[src/rtl/pipe_hazard_ctrl_if.sv]
// -----------------------------------------------------------------------------
// pipe_hazard_ctrl_if
//
// Purpose:
//   Bundles the signals between the pipeline front end and the hazard
//   controller. The pipeline datapath side uses the master modport. The hazard
//   controller uses the slave modport.
//
// Signal summary (direction seen from the slave / hazard controller):
//   rs, rt        in   5   ID-stage source register numbers
//   use_rs/use_rt in   1   ID instruction actually reads rs / rt
//   ewreg         in   1   EX instruction writes the register file
//   em2reg        in   1   EX instruction is a load
//   ern           in   5   EX destination register number
//   id_md         in   1   ID instruction is mult/div
//   id_hilo       in   1   ID instruction is mfhi/mflo
//   br_taken      in   1   ID branch/jump resolved taken
//   mem_hold      in   1   data memory not ready, freeze front end
//   wpcir         out  1   write enable for PC and IF/ID
//   bubble        out  1   force ID/EX control to NOP
//   flush_if      out  1   load NOP into IF/ID on next edge
//   md_start      out  1   start pulse to the mul/div unit
//   md_busy       out  1   mul/div unit occupied
//   md_done       out  1   mul/div result valid pulse
//   stall_cnt     out  32  stall-cycle counter (zero unless perf counting built in)
// -----------------------------------------------------------------------------
interface pipe_hazard_ctrl_if;
   logic [4:0]  rs;
   logic [4:0]  rt;
   logic        use_rs;
   logic        use_rt;
   logic        ewreg;
   logic        em2reg;
   logic [4:0]  ern;
   logic        id_md;
   logic        id_hilo;
   logic        br_taken;
   logic        mem_hold;

   logic        wpcir;
   logic        bubble;
   logic        flush_if;
   logic        md_start;
   logic        md_busy;
   logic        md_done;
   logic [31:0] stall_cnt;

   modport master (
      output rs, rt, use_rs, use_rt, ewreg, em2reg, ern,
             id_md, id_hilo, br_taken, mem_hold,
      input  wpcir, bubble, flush_if, md_start, md_busy, md_done, stall_cnt
   );

   modport slave (
      input  rs, rt, use_rs, use_rt, ewreg, em2reg, ern,
             id_md, id_hilo, br_taken, mem_hold,
      output wpcir, bubble, flush_if, md_start, md_busy, md_done, stall_cnt
   );
endinterface

[src/rtl/pipe_hazard_ctrl.sv]
// -----------------------------------------------------------------------------
// pipe_hazard_ctrl
//
// Purpose:
//   Hazard and sequencing control for the IF/ID register and PC of the
//   5-stage pipeline. The block does the following:
//   - Detects load-use hazards.
//   - Holds the front end while the single multi-cycle mul/div unit is in use
//     by an instruction that needs it.
//   - Flushes IF/ID on taken branches.
//   - Freezes everything while data memory is not ready.
//   The mul/div unit is tracked by a small IDLE/RUN/DONE countdown FSM.
//
// Parameters:
//   MD_LAT  mul/div latency in cycles from md_start to md_done (>= 2)
//   CNT_W   countdown counter width, must hold MD_LAT-2
//
// Ports:
//   clk     in   system clock, all state on the rising edge
//   clrn    in   synchronous reset, active-high (1 = reset)
//   hz      slave side of pipe_hazard_ctrl_if (hazard inputs, control outputs)
//
// Build option:
//   HAZARD_STALL_PERF_EN  when defined, stall_cnt counts front-end stall cycles.
//                         The counter saturates at all-ones. When undefined,
//                         stall_cnt is tied to zero.
// -----------------------------------------------------------------------------
module pipe_hazard_ctrl #(
   parameter int MD_LAT = 32,
   parameter int CNT_W  = 6
) (
   input  logic               clk,
   input  logic               clrn,
   pipe_hazard_ctrl_if.slave  hz
);

   typedef enum logic [1:0] {
      IDLE = 2'd0,
      RUN  = 2'd1,
      DONE = 2'd2
   } state_t;

   // RUN lasts MD_LAT-1 cycles and DONE lasts one. The result is therefore
   // valid exactly MD_LAT cycles after the start pulse.
   localparam logic [CNT_W-1:0] CNT_LOAD = CNT_W'(MD_LAT - 2);

   state_t           state_q, state_d;
   logic [CNT_W-1:0] cnt_q,   cnt_d;

   logic rs_hit;
   logic rt_hit;
   logic lu;
   logic md_hz;
   logic unit_busy;

   logic wpcir_c;
   logic bubble_c;
   logic flush_c;
   logic start_c;

   // ---------------------------------------------------------------------
   // Hazard detection
   // ---------------------------------------------------------------------
   assign unit_busy = (state_q != IDLE);

   assign rs_hit = hz.use_rs && (hz.rs == hz.ern);
   assign rt_hit = hz.use_rt && (hz.rt == hz.ern);

   // Register 0 is hardwired to zero, so a load "into" it never creates a
   // real dependency.
   assign lu = hz.ewreg && hz.em2reg && (hz.ern != 5'd0) && (rs_hit || rt_hit);

   // A mult/div cannot start, and mfhi/mflo cannot read HI/LO, until the unit
   // has returned to IDLE. DONE still counts as busy, so the waiting
   // instruction proceeds on the first IDLE cycle.
   assign md_hz = (hz.id_md || hz.id_hilo) && unit_busy;

   // ---------------------------------------------------------------------
   // Front-end control, in priority order
   // ---------------------------------------------------------------------
   always_comb begin
      wpcir_c  = 1'b1;
      bubble_c = 1'b0;
      flush_c  = 1'b0;
      start_c  = 1'b0;
      if (clrn) begin
         // While in reset the outputs keep their neutral values so the
         // surrounding pipeline sees a free-running front end.
      end else if (hz.mem_hold) begin
         // Full freeze. ID/EX must also hold, so no bubble is inserted.
         wpcir_c = 1'b0;
      end else if (lu || md_hz) begin
         wpcir_c  = 1'b0;
         bubble_c = 1'b1;
      end else begin
         // A branch that is stalled never flushes here. It is seen again on
         // the cycle its stall clears.
         flush_c = hz.br_taken;
         start_c = hz.id_md;
      end
   end

   assign hz.wpcir    = wpcir_c;
   assign hz.bubble   = bubble_c;
   assign hz.flush_if = flush_c;
   assign hz.md_start = start_c;

   // ---------------------------------------------------------------------
   // Mul/div occupancy FSM
   // ---------------------------------------------------------------------
   always_comb begin
      state_d = state_q;
      cnt_d   = cnt_q;
      case (state_q)
         IDLE: begin
            if (start_c) begin
               state_d = RUN;
               cnt_d   = CNT_LOAD;
            end
         end
         RUN: begin
            // mem_hold does not pause the countdown. The unit runs
            // independently of the front-end freeze.
            if (cnt_q == '0) begin
               state_d = DONE;
            end else begin
               cnt_d = cnt_q - 1'b1;
            end
         end
         DONE: begin
            state_d = IDLE;
         end
         default: begin
            state_d = IDLE;
            cnt_d   = '0;
         end
      endcase
   end

   always_ff @(posedge clk) begin
      if (clrn) begin
         // An operation still in flight is dropped with no md_done pulse.
         state_q <= IDLE;
         cnt_q   <= '0;
      end else begin
         state_q <= state_d;
         cnt_q   <= cnt_d;
      end
   end

   assign hz.md_busy = unit_busy;
   assign hz.md_done = (state_q == DONE);

   // ---------------------------------------------------------------------
   // Optional stall-cycle counter
   // ---------------------------------------------------------------------
`ifdef HAZARD_STALL_PERF_EN
   function automatic logic [31:0] sat_inc(input logic [31:0] v);
      return (v == 32'hFFFF_FFFF) ? v : v + 32'd1;
   endfunction

   logic [31:0] stall_cnt_q;

   always_ff @(posedge clk) begin
      if (clrn) begin
         stall_cnt_q <= '0;
      end else if (!wpcir_c) begin
         stall_cnt_q <= sat_inc(stall_cnt_q);
      end
   end

   assign hz.stall_cnt = stall_cnt_q;
`else
   assign hz.stall_cnt = 32'd0;
`endif

endmodule

[src/flat_wrapper.sv]
// flat-port wrapper written by rule: the top's interface ports become plain ports
module pipe_hazard_ctrl_flat 
#(
   parameter int MD_LAT = 32,
   parameter int CNT_W  = 6
)
  (clk, clrn, hz_rs, hz_rt, hz_use_rs, hz_use_rt, hz_ewreg, hz_em2reg, hz_ern, hz_id_md, hz_id_hilo, hz_br_taken, hz_mem_hold, hz_wpcir, hz_bubble, hz_flush_if, hz_md_start, hz_md_busy, hz_md_done, hz_stall_cnt);
  pipe_hazard_ctrl_if hz_i ();
  input  logic clk;
  input  logic clrn;
  input wire logic [$bits(hz_i.rs)-1:0] hz_rs;
  input wire logic [$bits(hz_i.rt)-1:0] hz_rt;
  input wire logic [$bits(hz_i.use_rs)-1:0] hz_use_rs;
  input wire logic [$bits(hz_i.use_rt)-1:0] hz_use_rt;
  input wire logic [$bits(hz_i.ewreg)-1:0] hz_ewreg;
  input wire logic [$bits(hz_i.em2reg)-1:0] hz_em2reg;
  input wire logic [$bits(hz_i.ern)-1:0] hz_ern;
  input wire logic [$bits(hz_i.id_md)-1:0] hz_id_md;
  input wire logic [$bits(hz_i.id_hilo)-1:0] hz_id_hilo;
  input wire logic [$bits(hz_i.br_taken)-1:0] hz_br_taken;
  input wire logic [$bits(hz_i.mem_hold)-1:0] hz_mem_hold;
  output wire logic [$bits(hz_i.wpcir)-1:0] hz_wpcir;
  output wire logic [$bits(hz_i.bubble)-1:0] hz_bubble;
  output wire logic [$bits(hz_i.flush_if)-1:0] hz_flush_if;
  output wire logic [$bits(hz_i.md_start)-1:0] hz_md_start;
  output wire logic [$bits(hz_i.md_busy)-1:0] hz_md_busy;
  output wire logic [$bits(hz_i.md_done)-1:0] hz_md_done;
  output wire logic [$bits(hz_i.stall_cnt)-1:0] hz_stall_cnt;
  assign hz_i.rs = hz_rs;
  assign hz_i.rt = hz_rt;
  assign hz_i.use_rs = hz_use_rs;
  assign hz_i.use_rt = hz_use_rt;
  assign hz_i.ewreg = hz_ewreg;
  assign hz_i.em2reg = hz_em2reg;
  assign hz_i.ern = hz_ern;
  assign hz_i.id_md = hz_id_md;
  assign hz_i.id_hilo = hz_id_hilo;
  assign hz_i.br_taken = hz_br_taken;
  assign hz_i.mem_hold = hz_mem_hold;
  assign hz_wpcir = hz_i.wpcir;
  assign hz_bubble = hz_i.bubble;
  assign hz_flush_if = hz_i.flush_if;
  assign hz_md_start = hz_i.md_start;
  assign hz_md_busy = hz_i.md_busy;
  assign hz_md_done = hz_i.md_done;
  assign hz_stall_cnt = hz_i.stall_cnt;
  pipe_hazard_ctrl #(.MD_LAT(MD_LAT), .CNT_W(CNT_W)) u_core (.clk(clk), .clrn(clrn), .hz(hz_i));
endmodule
[config.mk]
export PLATFORM = sky130hd
export DESIGN_NAME = pipe_hazard_ctrl_flat
export DESIGN_NICKNAME = d
export VERILOG_FILES = /design/src/rtl/pipe_hazard_ctrl_if.sv /design/src/rtl/pipe_hazard_ctrl.sv /design/src/flat_wrapper.sv
export SDC_FILE = /design/constraint.sdc
export NUM_CORES = 1
export LEC_CHECK = 0
export CELL_PAD_IN_SITES_DETAIL_PLACEMENT = 1
export CELL_PAD_IN_SITES_GLOBAL_PLACEMENT = 2
export CORE_ASPECT_RATIO = 1.75
export CORE_MARGIN = 2
export CORE_UTILIZATION = 19
export CTS_CLUSTER_DIAMETER = 60
export DETAILED_ROUTE_END_ITERATION = 8
export PLACE_DENSITY = 0.91
export SYNTH_ARGS = -nofsm -noshare
export SYNTH_HDL_FRONTEND = slang
export SYNTH_SLANG_ARGS = --single-unit
export TNS_END_PERCENT = 5
[constraint.sdc]
create_clock -name clk -period 3.64 [get_ports clk]
set_clock_uncertainty 0.05 [all_clocks]
set_input_delay 0.91 -clock clk [delete_from_list [all_inputs] [get_ports clk]]
set_output_delay 0.91 -clock clk [all_outputs]
set_load 0.05 [all_outputs]
; After elaboration in Yosys (flattened, before gate mapping)
; Index checks and enable logic that the tools add are counted.
[op_classes]
n_reduce_logical = 15
eq_ne = 7
n_bitwise = 1
mux = 18
add_sub_neg = 1
[op_table]
columns = operator, count
row1 = 6-bit one-hot mux with 3 select lines, 1
row2 = 1-bit two-way mux, 12
row3 = 6-bit two-way mux, 2
row4 = 5-bit equality test, 2
row5 = 1-bit logical AND, 6
row6 = 6-bit logical NOT, 1
row7 = "6-bit by 1-bit subtractor with 6-bit output, second input constant", 1
row8 = 5-bit nonzero test, 1
row9 = 2-bit two-way mux, 2
row10 = "2-bit != test, second input constant", 2
row11 = 2-bit one-hot mux with 2 select lines, 1
row12 = 1-bit logical OR, 3
row13 = 3-bit AND reduction, 1
row14 = "2-bit by 1-bit equality test with 1-bit output, second input constant", 1
row15 = "2-bit equality test, second input constant", 1
row16 = 2-bit logical NOT, 1
row17 = "2-bit by 1-bit != test with 1-bit output, second input constant", 1
row18 = 2-bit AND reduction, 1
row19 = 2-bit nonzero test, 1
row20 = 1-bit inverter, 1
[totals]
out_inout_bits = 38
inputBits = 25
elab_cells = 44
ff_bits = 8

; Depth between registers and ports, before layout
; Gate-level depths: netlist of run 1.
[logic_depth]
depth_word = 10
depth_mapped = 9
ltp_nobuf = 8

; Least setup slack after synthesis of run 1
; Ideal clock, no wire load.
[synth_timing]
path_kind = input port to output port
start = input port hz_ern[1]
end = output port hz_bubble
path_buffers = 0
t_arrival_ns = 2.640
slack_ns = 0.040
required_time_ns = 2.680
path_stages = 5
cell_sequence = xnor2_1 -> nand4_1 -> o22ai_1 -> a21oi_1 -> nor3_1
[synth_between]
elab_chain_cells = 8
word_cells_on_any_way = 12
classes_between = eq/ne (2) / mux (3) / reduce/logical (7)
[synth_lines]
columns = element, line
row1 = from (decl), flat_wrapper.sv:17  ; input wire logic [$bits(hz_i.ern)-1:0] hz_ern;
row2 = 5-bit equality test (on tied branches), "pipe_hazard_ctrl.sv:66, pipe_hazard_ctrl.sv:67"
row3 = 1-bit logical AND (on tied branches), "pipe_hazard_ctrl.sv:66, pipe_hazard_ctrl.sv:67"
row4 = 1-bit logical OR, pipe_hazard_ctrl.sv:71  ; assign lu = hz.ewreg && hz.em2reg && (hz.ern != 5'd0) && (rs_hit || rt_hit);
row5 = 1-bit logical AND (*), pipe_hazard_ctrl.sv:71
row6 = 1-bit logical OR (*), pipe_hazard_ctrl.sv:92  ; end else if (lu || md_hz) begin
row7 = 1-bit two-way mux (*), pipe_hazard_ctrl.sv:92
row8 = 1-bit two-way mux (*), pipe_hazard_ctrl.sv:89  ; end else if (hz.mem_hold) begin
row9 = 1-bit two-way mux (*), pipe_hazard_ctrl.sv:86  ; if (clrn) begin
row10 = to (decl), flat_wrapper.sv:23  ; output wire logic [$bits(hz_i.bubble)-1:0] hz_bubble;
; Every way passes the cells marked *; elsewhere a longest branch is shown, timed or not.

; Final worst setup path of run 1
[layout_timing]
start = input port hz_ern[0]
end = output port hz_flush_if
[layout_between]
elab_chain_cells = 8
word_cells_on_any_way = 12
classes_between = eq/ne (2) / mux (3) / reduce/logical (7)
[layout_lines]
columns = element, line
row1 = 5-bit equality test (on tied branches), "pipe_hazard_ctrl.sv:66, pipe_hazard_ctrl.sv:67"
row2 = 1-bit logical AND (on tied branches), "pipe_hazard_ctrl.sv:66, pipe_hazard_ctrl.sv:67"
row3 = 1-bit logical OR, pipe_hazard_ctrl.sv:71
row4 = 1-bit logical AND (*), pipe_hazard_ctrl.sv:71
row5 = 1-bit logical OR (*), pipe_hazard_ctrl.sv:92
row6 = 1-bit two-way mux (*), pipe_hazard_ctrl.sv:92
row7 = 1-bit two-way mux (*), pipe_hazard_ctrl.sv:89
row8 = 1-bit two-way mux (*), pipe_hazard_ctrl.sv:86
row9 = to (decl), flat_wrapper.sv:24  ; output wire logic [$bits(hz_i.flush_if)-1:0] hz_flush_if;
; Marks and branches as above.

==> flow_summary.toml, run 1 <==
[route]
drt_drc_violations_left = 0
dr.first_iter.drc_count = 6
vias = 828
drt-total-wl_mm = 2.30
detailedRoute.firstPassIterationCount = 2
vias_per_cell = 4.12
detail-route-antenna-nets = 0
wl_per_cell_um = 11.4

[floorplan]
floorplan.die.width_um = 56.5
placementRows = 33
die_y_um = 95.8
design.die.area_um2 = 5410
floorplan.core_area_um2 = 4670
ios = 63
initial_utilization_pct = 19.6

[synthesis]
ys.warnings.count = 0
ys_types = 39
seq_area_frac_synth_pct = 17.5
postSynthCellCount = 112
yosys_register_bits = 8
postSynthAreaPerCell_um2 = 8.18
syn-cell-area_um2 = 916

[global_routing]
grt_usage_pct = 8.81
globalRouteMet1Util_pct = 8.86
grt_max_degree = 14
grt_pass1_wl_mm = 3.67
antenna_found_initial = 0
grt_pass1_vias = 831
grt_overflow = 0
grt.busiest_layer = "met2"
met2_usage_pct = 16.4
globalRouteMet3Util_pct = 2.15

[cells_and_area]
layout-area-overhead-vs-synth_pct = 40.0
fillCellCount = 577
n_antenna_cell = 0
stdcell_area_um2 = 1280
layout.nets = 177
final_layout_size_suffix_gt1_share_pct = 18.8

[pwr]
power_density_nw_per_um2 = 324
power.sequential.fraction_pct = 25.2
power.clock.fraction_pct = 26.7
share_of_total_power_consumed_by_net_switching_pct = 42.7
peakVddDrop_mv = 0.121
internal_power_uw = 238
total_power_uw = 416
leakage_nw = 0.526
power.share.combinational_pct = 48.2
switchingPower_uw = 178

[clocking]
cts_hold_buffers = 0
cts_inserted_buffers = 3
cts_root_buffer = "clkbuf_8"
ctsLongestPathBuffers = 2
clk_lat_worst_skew_ps = 230
cts.clk_slew.worst_paths_ps = 40
clock_sinks = 8
cts_tree = "done"
number_of_levels_the_h_tree_was_split_into = 1

[critical_path]
worstPathMaxFanout = 3
crit_required_ps = 2680
reg2regPathDepth = 7
path_class = "primary input to primary output"
start_kind = "primary input"
worst_ep_arrival_time_ps = 2640
worstSetupEndpointType = "primary output"

[run]
cap_viol_max_count = 0

[run_status]
run_status = "finished clean"

[sta]
achievable-frequency_mhz = 278
timing.setup.tns_ps = 0
timing.final.hold_violations = 0
worst_slack_ps = 39.2
final-setup-viol-count = 0
final_report_max_slew_violation_count = 0
period_needed_ps = 3600
final.period_utilization_pct = 98.9
grt_setup_unrepaired = "false"
max-slew-margin-rel_pct = 65.7
tightest_slew_ps = 513

[worst_hold_path]
hold_path.class = "register to register"
timing.hold.worst_path_depth = 1

[place]
place.detailed.hpwl_mm = 1.88
gp_congestion = 0.756
dp_worst_setup_slack_ps = -52.3
io_buffers = 30
postPlaceCellArea_um2 = 1220
## worst max-delay path, stage by stage
cell,delay (ps)
clkdlybuf4s50_1,430
or3_1,400
o311a_4,340
a21oi_2,190
and3_1,230
buf_12,140
## per-layer routing
layer,up-vias,share of wire (%)
li1,403,-
met1,366,39
met2,54,48
met3,5,11
met4,0,2.0
met5,-,0
## through the flow
stage	hold WS (ps)	std cells	util, %
finish	480	201	27.5
global route	504	201	27.5
CTS	479	200	27.2
detailed placement	467	197	26.1
global placement	448	197	26.1
floorplan	417	143	-
## synth_stat cells
| cell type | count | share of area [%] |
|---|---|---|
| buf_4 | 32 | 26 |
| xnor2_1 | 10 | 9.6 |
| dfxtp_1 | 8 | 17 |
| a21oi_1 | 4 | 2.2 |
| inv_1 | 4 | 1.6 |
| nand2_1 | 4 | 1.6 |
| nand3_1 | 4 | 2.2 |
| nor2_1 | 4 | 1.6 |
| nor3_1 | 4 | 2.2 |
| o21a_1 | 3 | 2.5 |
| clkbuf_1 | 2 | 0.82 |
| nand3b_1 | 2 | 1.6 |
| nand4_1 | 2 | 1.4 |
| or3_1 | 2 | 1.4 |
| or4b_1 | 2 | 2.2 |
| or4b_2 | 2 | 2.2 |
| a211oi_2 | 1 | 1.4 |
| a211oi_4 | 1 | 2.2 |
| a21o_1 | 1 | 0.82 |
| a31o_1 | 1 | 0.96 |
| a31oi_1 | 1 | 0.68 |
| a41oi_1 | 1 | 0.96 |
| and3_1 | 1 | 0.68 |
| buf_6 | 1 | 1.2 |
| conb_1 | 1 | 0.41 |
| ha_1 | 1 | 1.4 |
| nand2b_4 | 1 | 1.5 |
| nor2b_1 | 1 | 0.68 |
| nor4_1 | 1 | 0.68 |
| nor4b_1 | 1 | 0.96 |
| o21ai_0 | 1 | 0.55 |
| o21ai_1 | 1 | 0.55 |
| o21ai_2 | 1 | 0.96 |
| o22ai_1 | 1 | 0.68 |
| o311a_4 | 1 | 2.3 |
| o31ai_2 | 1 | 1.4 |
| or2_2 | 1 | 0.68 |
| or3_2 | 1 | 0.82 |
| or4_1 | 1 | 0.82 |
## cell families (layout without fill, tap and decap cells)
kind of cell | Yosys count | count (layout) | share of synthesized area (%)
buf+inv | 39 | 45 | 29.9
other cells | 1 | 32 | 0.409
compound gates | 19 | 19 | 18.0
xor+xnor | 10 | 10 | 9.56
simple gates | 34 | 34 | 23.2
flops | 8 | 8 | 17.5
fa+ha+maj | 1 | 1 | 1.37
## path summary, 6_finish.rpt
check	startpoint	slack [ps]	to
worst max-delay path	hz_ern[0]	40	hz_flush_if
worst max register to register	u_core.cnt_q[0]	1450	u_core.cnt_q[2]
worst min-delay path	u_core.cnt_q[5]	480	u_core.cnt_q[5]
worst min register to register	u_core.cnt_q[5]	480	u_core.cnt_q[5]
## power groups by stage
stage	Clock (mW)	Combinational [mW]	Sequential (mW)
5_1_grt	0.118	0.213	0.106
3_3_place_gp	0	0.196	0.106
6_report	0.111	0.200	0.105
3_5_place_dp	0	0.198	0.106
4_1_cts	0.114	0.200	0.105
2_1_floorplan	0	0.170	0.103
## area by class of cell
cell class	count	area [um^2]	share of cell area, %
well taps	52	65.1	5.07
clock buffers	3	41.3	3.22
flip-flops and latches	8	160	12.5
multi-input cells	96	613	47.8
repair buffers	38	388	30.2
inverters	4	15.0	1.17
## state kept, by name, indices dropped and copies added, names as in the netlist
| signal | flops |
|---|---|
| u_core.state_q | 2 |
| u_core.cnt_q | 6 |
## cells in the final DEF, fill, tap and decap left out, drive strengths merged, types with 8 or more instances in the layout
cell type / n
dfxtp: 8
xnor2: 10
conb: 32
buf: 12
clkdlybuf4s50: 26
## what timing repair did
item	in CTS	in global routing
setup buffers	0	1
endpoints found under the hold margin	0	0
resized for setup	2	1
setup endpoints to repair	3	1
pin swaps	0	1
(Power assumes the default switching activity.)
==> run 2, diff against run 1 <==
--- a/config.mk
+++ b/config.mk
@@ -5,6 +5,7 @@
 export SDC_FILE = /design/constraint.sdc
 export NUM_CORES = 1
 export LEC_CHECK = 0
+export ABC_CLOCK_PERIOD_IN_PS = 3640
 export CELL_PAD_IN_SITES_DETAIL_PLACEMENT = 1
 export CELL_PAD_IN_SITES_GLOBAL_PLACEMENT = 2
 export CORE_ASPECT_RATIO = 1.75
@@ -12,7 +13,7 @@
 export CORE_UTILIZATION = 19
 export CTS_CLUSTER_DIAMETER = 60
 export DETAILED_ROUTE_END_ITERATION = 8
-export PLACE_DENSITY = 0.91
+export PLACE_DENSITY = 0.83
 export SYNTH_ARGS = -nofsm -noshare
 export SYNTH_HDL_FRONTEND = slang
 export SYNTH_SLANG_ARGS = --single-unit
==> run 2 against run 1 <==
- sequential share of layout area is 0.33 points lower
- critical path depth stayed put
- via count is 3.3% higher
- register-to-register slack better by 20 ps
- wire length is 6.0% higher
- clock-buffer cell count stayed put
- worst hold slack worse by 17 ps
- global-route usage is 0.57 points higher
- maximum frequency is 0.30% higher
- first-iteration DRC count grew to 3.0 times the previous value
- combinational power is 2% higher
- non-clock buffer count stayed put
==> flow_summary.toml, run 2 (same netlist as run 1, synthesis figures left out) <==
[run_status]
run_status = "finished clean"

[worst_hold_path]
min-delay-start = "u_core.cnt_q[5]"
hold_path.class = "register to register"
timing.hold.worst_endpoint = "u_core.cnt_q[5]"
timing.hold.worst_path_depth = 1

[place]
io_buffers = 30
dp_worst_setup_slack_ps = -75.5
place.detailed.hpwl_mm = 1.92
gp_congestion = 0.769

[route]
detailedRoute.firstPassIterationCount = 4
met2WireLength_mm = 1.22
detail-route-antenna-nets = 0
drt_drc_violations_left = 0
wl_per_cell_um = 12.1
dr_wl_met3_um = 272
dr.first_iter.drc_count = 18
vias = 855
route.top_layer_used = "met4"
vias_per_cell = 4.25
drt-total-wl_mm = 2.44
routedLengthMet1_um = 914

[cells_and_area]
n_antenna_cell = 0
mostFrequentLayoutCells = "32 x conb_1, 24 x clkdlybuf4s50_1, 9 x buf_4"
layout.cells.most_common = "conb_1"
largest_register_ff_count = 6
largest_registers = "u_core.cnt_q (6), u_core.state_q (2)"
largest-register = "u_core.cnt_q"
final_layout_size_suffix_gt1_share_pct = 20.8
layout.nets = 177
layout-area-overhead-vs-synth_pct = 43.9

[global_routing]
grt_overflow = 0
grt_usage_pct = 9.38
antenna_found_initial = 0
grt_pass1_wl_mm = 3.95
grt_pass1_vias = 867
grt_max_degree = 14

[pwr]
power_density_nw_per_um2 = 319
total_power_uw = 420
power.sequential.fraction_pct = 25.1
internal_power_uw = 241
power.share.combinational_pct = 48.8
peakVddDrop_mv = 0.113
power.clock.fraction_pct = 26.2
share_of_total_power_consumed_by_net_switching_pct = 42.7
leakage_nw = 0.562
switchingPower_uw = 179

[critical_path]
r2r_setup_slack_ps = 1470
path_class = "primary input to primary output"
worst_path_max_delay_cell = "clkdlybuf4s50_1"
timing.critical_path.slowest_cell_delay_ps = 420
start_kind = "primary input"
worstPathMaxFanout = 3
regToRegEndpoint = "u_core.cnt_q[3]"
crit_required_ps = 2680
reg2regPathDepth = 7
worstSetupEndpointType = "primary output"
worstPathCellList = "clkdlybuf4s50_1 > or3_1 > o311a_4 > a21oi_4 > and3_1 > buf_12"
startpoint_of_the_worst_slack_reg_to_reg_timing_path = "u_core.cnt_q[0]"
crit_start = "hz_ern[0]"
worst_ep_arrival_time_ps = 2630

[floorplan]
initial_utilization_pct = 19.6
floorplan.core_area_um2 = 4670
ios = 63
floorplan.die.width_um = 56.5
placementRows = 33
die_y_um = 95.8
design.die.area_um2 = 5410

[clocking]
cts.clk_slew.worst_paths_ps = 40
clk_lat_worst_skew_ps = 230
cts_inserted_buffers = 3
ctsLongestPathBuffers = 2
cts_setup_buffers = 0
number_of_levels_the_h_tree_was_split_into = 1
cts_root_buffer = "clkbuf_8"
clock_sinks = 8
cts_tree = "done"

[sta]
timing.setup.tns_ps = 0
final.period_utilization_pct = 98.6
final-setup-viol-count = 0
max-slew-margin-rel_pct = 65.7
tightest_slew_ps = 512
worst_slack_ps = 50.0
grt_setup_unrepaired = "true"
period_needed_ps = 3590
timing.final.hold_violations = 0
final_report_max_slew_violation_count = 0
achievable-frequency_mhz = 279

[run]
cap_viol_max_count = 0
run 2: changes by cell type in the layout (fill, tap and decap cells not counted), sizes merged:
| cell | previous run | this run |
|---|---|---|
| dlymetal6s2s | 0 | 2 |
| clkdlybuf4s50 | 26 | 24 |
run 2: worst max path at each step:
stage | to | slack [ps]
2_1_floorplan | hz_bubble | 40
3_3_place_gp | hz_flush_if | 20
3_5_place_dp | hz_flush_if | -80
4_1_cts | hz_flush_if | 6
5_1_grt | hz_flush_if | -10
6_report | hz_flush_if | 50
run 2: timing repair:
action                                  CTS  global route
pin swaps                                 0             4
hold buffers                              0             0
resized for setup                         1             8
endpoints found under the setup margin    3             2
endpoints found under the hold margin     0             0
run 2: metrics by stage:
stage	utilization, %	hold WS, ps	cell area [um^2]	instances
2_1_floorplan	-	417	1030	143
3_3_place_gp	26.3	447	1230	198
3_5_place_dp	26.3	461	1230	198
4_1_cts	27.2	470	1270	201
5_1_grt	28.2	495	1320	201
6_report	28.2	463	1320	201
run 2: worst max-delay path: cells and delay by family:
family	cells	cell delay, ps
AO/OA/AOI/OAI	2	530
buffers and inverters	2	570
AND/OR/NAND/NOR	2	620
run 2: final cells by class:
cell class                      instances  area [um^2]
Timing Repair Buffer                   38          393
Clock buffer                            3         41.3
Multi-Input combinational cell         96          643
Inverter                                4         15.0
Fill cell                             562         3350
Sequential cell                         8          160
Tap cell                               52         65.1
run 2: power by group through the flow:
stage | Combinational (mW) | Clock [mW] | Sequential, mW
2_1_floorplan | 0.170 | 0 | 0.103
3_3_place_gp | 0.197 | 0 | 0.106
3_5_place_dp | 0.199 | 0 | 0.107
4_1_cts | 0.201 | 0.113 | 0.105
5_1_grt | 0.219 | 0.117 | 0.107
6_report | 0.205 | 0.110 | 0.105
run 2: routing by layer:
| metal | track usage [%] | vias up |
|---|---|---|
| li1 | - | 399 |
| met4 | 3.77 | 0 |
| met1 | 9.55 | 393 |
| met5 | 0 | - |
| met2 | 17.5 | 60 |
| met3 | 2.82 | 3 |
